$ cat config.mk
export PLATFORM = sky130hd
export DESIGN_NAME = spi_reg_sequencer
export DESIGN_NICKNAME = d
export VERILOG_FILES = /design/src/rtl/spi_seq_pkg.sv /design/src/rtl/spi_seq_timer.sv /design/src/rtl/spi_reg_sequencer.sv
export SDC_FILE = /design/constraint.sdc
export NUM_CORES = 1
export LEC_CHECK = 0
export ABC_AREA = 0
export BUFFER_PORTS_ARGS = -buffer_cell sky130_fd_sc_hd__buf_2
export CORE_AREA = 3 3 126 67
export CTS_BUF_LIST = sky130_fd_sc_hd__clkbuf_4 sky130_fd_sc_hd__clkbuf_8 sky130_fd_sc_hd__clkbuf_16
export CTS_CLUSTER_DIAMETER = 120
export DETAILED_ROUTE_END_ITERATION = 8
export DIE_AREA = 0 0 129 70
export GPL_ROUTABILITY_DRIVEN = 0
export GPL_TIMING_DRIVEN = 0
export PLACE_DENSITY = 0.54
export SYNTH_ARGS = -nofsm -noshare
export SYNTH_HDL_FRONTEND = slang
export SYNTH_SLANG_ARGS = --single-unit
$ cat constraint.sdc
create_clock -name clk -period 2.39 [get_ports clk]
set_input_delay 0.3585 -clock clk [delete_from_list [all_inputs] [get_ports clk]]
set_output_delay 0.3585 -clock clk [all_outputs]
set_load 0.05 [all_outputs]
$ cat src/rtl/spi_seq_pkg.sv
// Shared definitions for the SPI register sequencer: state encoding, driver
// command codes, default limits and the address-byte framing helper.
package spi_seq_pkg;

    typedef enum logic [3:0] {
        ST_FLUSH   = 4'd0,
        ST_IDLE    = 4'd1,
        ST_PUSH0   = 4'd2,
        ST_PUSH1   = 4'd3,
        ST_WAIT_HI = 4'd4,
        ST_WAIT_LO = 4'd5,
        ST_POP     = 4'd6,
        ST_CAP     = 4'd7,
        ST_RESP    = 4'd8
    } seq_state_t;

    localparam logic [1:0] CMD_TX = 2'b01;
    localparam logic [1:0] CMD_RX = 2'b10;

    localparam int DEFAULT_TIMEOUT_CYCLES = 1024;
    localparam int DEFAULT_FLUSH_POPS     = 16;
    localparam int QUIET_CYCLES           = 8;

    // Address byte as seen on the bus: register address with the r/w flag
    // overlaid at the configured bit position.
    function automatic logic [7:0] frame_addr_byte(
        input logic       write,
        input logic [6:0] addr,
        input logic [2:0] flag_pos,
        input logic       write_polarity
    );
        logic [7:0] b;
        b           = {1'b0, addr};
        b[flag_pos] = write ? write_polarity : ~write_polarity;
        return b;
    endfunction

endpackage

$ cat src/rtl/spi_seq_timer.sv
// Wait-state watchdog: counts enabled cycles since the last clear and flags
// the last permitted cycle so the FSM leaves on exactly TIMEOUT_CYCLES.
module spi_seq_timer
    import spi_seq_pkg::*;
#(
    parameter int TIMEOUT_CYCLES = DEFAULT_TIMEOUT_CYCLES
) (
    input  logic clk,
    input  logic reset,
    input  logic clear,
    input  logic enable,
    output logic done
);
    localparam int W = $clog2(TIMEOUT_CYCLES + 1);

    logic [W-1:0] count_reg;

    always_ff @(posedge clk) begin
        if (reset || clear) begin
            count_reg <= '0;
        end else if (enable && !done) begin
            count_reg <= count_reg + 1'b1;
        end
    end

    assign done = (count_reg == W'(TIMEOUT_CYCLES - 1));

endmodule

$ cat src/rtl/spi_reg_sequencer.sv
// Turns single register read/write requests into SPI driver FIFO pushes, one
// chip-select transaction per request, and returns one response per request.
module spi_reg_sequencer
    import spi_seq_pkg::*;
#(
    parameter int   WR_BIT_POS     = 7,
    parameter logic WR_POLARITY    = 1'b1,
    parameter int   TIMEOUT_CYCLES = DEFAULT_TIMEOUT_CYCLES,
    parameter int   FLUSH_POPS     = DEFAULT_FLUSH_POPS
) (
    input  logic       clk,
    input  logic       reset,
    input  logic       req_valid,
    output logic       req_ready,
    input  logic       req_write,
    input  logic [6:0] req_addr,
    input  logic [7:0] req_wdata,
    output logic       resp_valid,
    output logic [7:0] resp_rdata,
    output logic       resp_err,
    input  logic       spi_busy,
    output logic       spi_cmd_push,
    output logic [1:0] spi_cmd,
    output logic       spi_tx_push,
    output logic [7:0] spi_tx_byte,
    output logic       spi_rx_pop,
    input  logic [7:0] spi_rx_byte,
    output logic [3:0] seq_state
);
    localparam int QW = $clog2(QUIET_CYCLES + 1);
    localparam int PW = $clog2(FLUSH_POPS + 1);

    seq_state_t state_reg, state_next;
    logic          write_reg, write_next;
    logic [6:0]    addr_reg, addr_next;
    logic [7:0]    wdata_reg, wdata_next;
    logic [QW-1:0] quiet_reg, quiet_next;
    logic [PW-1:0] pops_reg, pops_next;

    logic       cmd_push_reg, cmd_push_next;
    logic [1:0] cmd_reg, cmd_next;
    logic       tx_push_reg, tx_push_next;
    logic [7:0] tx_byte_reg, tx_byte_next;
    logic       rx_pop_reg, rx_pop_next;
    logic       resp_valid_reg, resp_valid_next;
    logic [7:0] resp_rdata_reg, resp_rdata_next;
    logic       resp_err_reg, resp_err_next;

    logic tm_clear, tm_enable, tm_done;

    spi_seq_timer #(.TIMEOUT_CYCLES(TIMEOUT_CYCLES)) u_timer (
        .clk    (clk),
        .reset  (reset),
        .clear  (tm_clear),
        .enable (tm_enable),
        .done   (tm_done)
    );

    // Timer restarts on every wait-state entry, including WAIT_HI -> WAIT_LO.
    assign tm_enable = (state_reg == ST_WAIT_HI) || (state_reg == ST_WAIT_LO);
    assign tm_clear  = !tm_enable || ((state_reg == ST_WAIT_HI) && spi_busy);

    always_ff @(posedge clk) begin
        if (reset) begin
            state_reg      <= ST_FLUSH;
            write_reg      <= 1'b0;
            addr_reg       <= '0;
            wdata_reg      <= '0;
            quiet_reg      <= '0;
            pops_reg       <= '0;
            cmd_push_reg   <= 1'b0;
            cmd_reg        <= '0;
            tx_push_reg    <= 1'b0;
            tx_byte_reg    <= '0;
            rx_pop_reg     <= 1'b0;
            resp_valid_reg <= 1'b0;
            resp_rdata_reg <= '0;
            resp_err_reg   <= 1'b0;
        end else begin
            state_reg      <= state_next;
            write_reg      <= write_next;
            addr_reg       <= addr_next;
            wdata_reg      <= wdata_next;
            quiet_reg      <= quiet_next;
            pops_reg       <= pops_next;
            cmd_push_reg   <= cmd_push_next;
            cmd_reg        <= cmd_next;
            tx_push_reg    <= tx_push_next;
            tx_byte_reg    <= tx_byte_next;
            rx_pop_reg     <= rx_pop_next;
            resp_valid_reg <= resp_valid_next;
            resp_rdata_reg <= resp_rdata_next;
            resp_err_reg   <= resp_err_next;
        end
    end

    // Strobes are computed for the state being entered and registered, so
    // each pulse lines up exactly with the cycle spent in that state.
    always_comb begin
        state_next      = state_reg;
        write_next      = write_reg;
        addr_next       = addr_reg;
        wdata_next      = wdata_reg;
        quiet_next      = quiet_reg;
        pops_next       = pops_reg;
        cmd_push_next   = 1'b0;
        cmd_next        = cmd_reg;
        tx_push_next    = 1'b0;
        tx_byte_next    = tx_byte_reg;
        rx_pop_next     = 1'b0;
        resp_valid_next = 1'b0;
        resp_rdata_next = resp_rdata_reg;
        resp_err_next   = resp_err_reg;

        case (state_reg)
            ST_FLUSH: begin
                if (quiet_reg != QW'(QUIET_CYCLES)) begin
                    quiet_next = spi_busy ? '0 : quiet_reg + 1'b1;
                end else if (pops_reg != PW'(FLUSH_POPS)) begin
                    rx_pop_next = 1'b1;
                    pops_next   = pops_reg + 1'b1;
                end else begin
                    state_next = ST_IDLE;
                    quiet_next = '0;
                    pops_next  = '0;
                end
            end
            ST_IDLE: begin
                if (req_valid) begin
                    state_next    = ST_PUSH0;
                    write_next    = req_write;
                    addr_next     = req_addr;
                    wdata_next    = req_wdata;
                    tx_push_next  = 1'b1;
                    tx_byte_next  = frame_addr_byte(req_write, req_addr,
                                                    3'(WR_BIT_POS), WR_POLARITY);
                    cmd_push_next = 1'b1;
                    cmd_next      = CMD_TX;
                end
            end
            ST_PUSH0: begin
                state_next    = ST_PUSH1;
                cmd_push_next = 1'b1;
                cmd_next      = write_reg ? CMD_TX : CMD_RX;
                if (write_reg) begin
                    tx_push_next = 1'b1;
                    tx_byte_next = wdata_reg;
                end
            end
            ST_PUSH1: begin
                state_next = ST_WAIT_HI;
            end
            ST_WAIT_HI: begin
                if (spi_busy) begin
                    state_next = ST_WAIT_LO;
                end else if (tm_done) begin
                    state_next      = ST_RESP;
                    resp_valid_next = 1'b1;
                    resp_err_next   = 1'b1;
                    resp_rdata_next = 8'h00;
                end
            end
            ST_WAIT_LO: begin
                if (!spi_busy) begin
                    if (write_reg) begin
                        state_next      = ST_RESP;
                        resp_valid_next = 1'b1;
                        resp_err_next   = 1'b0;
                        resp_rdata_next = 8'h00;
                    end else begin
                        state_next  = ST_POP;
                        rx_pop_next = 1'b1;
                    end
                end else if (tm_done) begin
                    state_next      = ST_RESP;
                    resp_valid_next = 1'b1;
                    resp_err_next   = 1'b1;
                    resp_rdata_next = 8'h00;
                end
            end
            ST_POP: begin
                state_next = ST_CAP;
            end
            ST_CAP: begin
                state_next      = ST_RESP;
                resp_valid_next = 1'b1;
                resp_err_next   = 1'b0;
                resp_rdata_next = spi_rx_byte;
            end
            ST_RESP: begin
                state_next = resp_err_reg ? ST_FLUSH : ST_IDLE;
            end
            default: begin
                state_next = ST_FLUSH;
            end
        endcase
    end

    assign req_ready    = (state_reg == ST_IDLE);
    assign resp_valid   = resp_valid_reg;
    assign resp_rdata   = resp_rdata_reg;
    assign resp_err     = resp_err_reg;
    assign spi_cmd_push = cmd_push_reg;
    assign spi_cmd      = cmd_reg;
    assign spi_tx_push  = tx_push_reg;
    assign spi_tx_byte  = tx_byte_reg;
    assign spi_rx_pop   = rx_pop_reg;
    assign seq_state    = state_reg;

endmodule
==> impl_results.md <==
* Status: complete, no violations
* Unrepaired setup endpoints after global routing: no
* Worst Path Required at 2.03 ns
* DIE HEIGHT at 70 um
* Setup TNS at 0 ns
* Post-synthesis sequential area ratio at 0.434
* TritonCTS buffer count at 5
* Diode count at 0
* Worst hold slack at 0.273 ns
* Ys Warns at 0
* Crit. End Element: primary output
* Routed Wire Length at 5.77 mm
* Flops & latches, synth at 56
* # port buffers at 55
* Min Tclk post-route at 2.07 ns
* Post-layout util at 0.428
* WP data arrival at 1.71 ns
* Clk root buf: clkbuf_16
* Crit start category: register
* Std-Cell Rows at 22
* Worst-path clk slew at 0.07 ns
* Hold Path Class: input port to register
* Post_cts resized at 0
* Worst IR Drop VDD at 0.000288 V
* Vias per inst at 5.05
* Max-slew violation count at 0
* Post-synthesis async set-or-reset flop share at 0
* Antenna violations before repair at 0
* Setup violators final at 0
* Die X at 129 um
* Slew HR at 0.607
* Fmax at 0.483 GHz
* Post-synth top flop: dfxtp_1
* GR Util All Layers at 0.130
* Final hold violations at 0
* Iteration-0 DRC Markers at 165
* EDFF count, synth at 0
* Syn_nets at 304
* Largest net degree at the start of global routing at 20
* Htree depth at 2
* Total gr overflow at 0
* I/O Pins at 56
* PwrDens at 560 nW/um2
* Core ar. at 7320 um2
* Share of cells above drive strength 1 at 0.257
* Final period utilization at 0.867
* Crit path max fanout at 10
* Setup Buffers After CTS at 0
* Vias in the first global route at 1993
* Leakage Power at 1.38 nW
* Mapped Cells at 271
* Vias at 2170
* Setup CP Type: register to primary output
* DRT Pass-1 Iters at 4
* Routed Antenna Nets at 0
* Pwr Total at 1.76 mW
* Nets@finish at 366
* Area of the mapped netlist at 2580 um2
* CTS tree: built
* First-pass GRT wire length at 9.51 mm
* Slew @ Worst Pin at 0.588 ns
* Area added between synthesis and finish at 21.4%
* Number of flip-flops in the largest register at 11
* Initial Util at 0.353
* Buffers from clock root to sink, at most at 2
* Yosys cell types at 56
* Hold buffer count at CTS at 0
* Wire per inst at 13.4 um
* Die ar. at 9030 um2
* Clk sinks at 56
* Skew final at 0.00725 ns
* Average size of a mapped cell at 9.53 um2
* DRC viols at 0
* Post-DP HPWL at 4.32 mm
* Worst skew pair latency at 0.30 ns
* Max-cap viol count at 0
==> synthesized netlist by cell type, types with 5 or more instances <==
cell,count,area share
a22o_1,8,0.027
ha_1,5,0.024
nand3_1,13,0.025
nor3_1,11,0.021
nand2_1,6,0.0087
o21ai_0,7,0.014
mux2_2,6,0.026
nor2_1,38,0.055
dfxtp_1,56,0.43
a21oi_1,12,0.023
mux2i_1,20,0.077
clkbuf_1,8,0.012
inv_1,11,0.016
==> cell usage in the layout, fill, tap and decap left out, types with 4 or more instances in the layout <==
master     Yosys  routed
inv_1         11      11
mux2_2         6       6
buf_2          2      57
a21oi_1       12      12
dfxtp_1       56      56
a311oi_1       4       4
o21ai_0        7       7
ha_1           5       5
buf_6          4       4
nand3_1       13      13
clkbuf_1       8       8
nand4_1        4       4
clkbuf_16      0       5
nor3_1        11      10
a22o_1         8       8
mux2i_1       20      20
xnor2_1        4       4
mux2_1         4       4
nor2_1        38      38
nand2_1        6       6
==> path summary, 6_finish.rpt <==
check / startpoint / cells past startpoint / endpoint / slack (ns)
hold reg to reg: u_timer.count_reg[10] / 2 / u_timer.count_reg[10] / 0.45
setup / recovery: seq_state[1] / 4 / req_ready / 0.32
hold / removal: spi_rx_byte[7] / 2 / resp_rdata[7] / 0.27
setup reg to reg: u_timer.count_reg[0] / 5 / resp_rdata[4] / 0.34
==> power by group <==
part	internal [mW]	switching [mW]	total, mW
logic	0.0290	0.0331	0.0622
registers	0.934	0.00153	0.935
clock network	0.397	0.362	0.759
==> area by class of cell <==
class                           instances  area, um2
Timing Repair Buffer                   55        275
Clock buffer                            5        125
Fill cell                             733       4190
Inverter                               11       41.3
Sequential cell                        56       1120
Clock inverter                          3       26.3
Multi-Input combinational cell        187       1330
Tap cell                               96        120
Buffer                                 17        100
==> metal layers <==
| layer | wire, um | global-route usage | vias to the layer above |
|---|---|---|---|
| li1 | - | - | 1107 |
| met1 | 2820 | 0.169 | 1002 |
| met2 | 2620 | 0.205 | 55 |
| met3 | 281 | 0.0397 | 6 |
| met4 | 50 | 0.0431 | 0 |
| met5 | 0 | 0 | - |
==> per-stage QoR <==
stage	setup slack (ns)	std cells	area, um2
5_1_grt	0.158	430	3140
3_5_place_dp	0.179	422	2980
4_1_cts	0.159	430	3130
2_1_floorplan	0.397	271	2580
3_3_place_gp	0.259	422	2980
6_report	0.318	430	3140
==> cells by family after synthesis <==
family                     Yosys count  share of synthesized area
buffers and inverters               28                     0.0547
adders and majority gates            5                     0.0242
DFF                                 56                      0.434
muxes                               30                      0.121
and+or+nand+nor                     98                      0.202
AOI/OAI and AO/OA                   49                      0.147
xor gates and xnor gates             5                     0.0169
==> critical path, stage by stage (launching register included) <==
cell and delay, ns:
dfxtp_1 0.37, clkbuf_1 0.23, nor3_1 0.37, and2_1 0.19, buf_2 0.26
(Power assumes the default switching activity.)
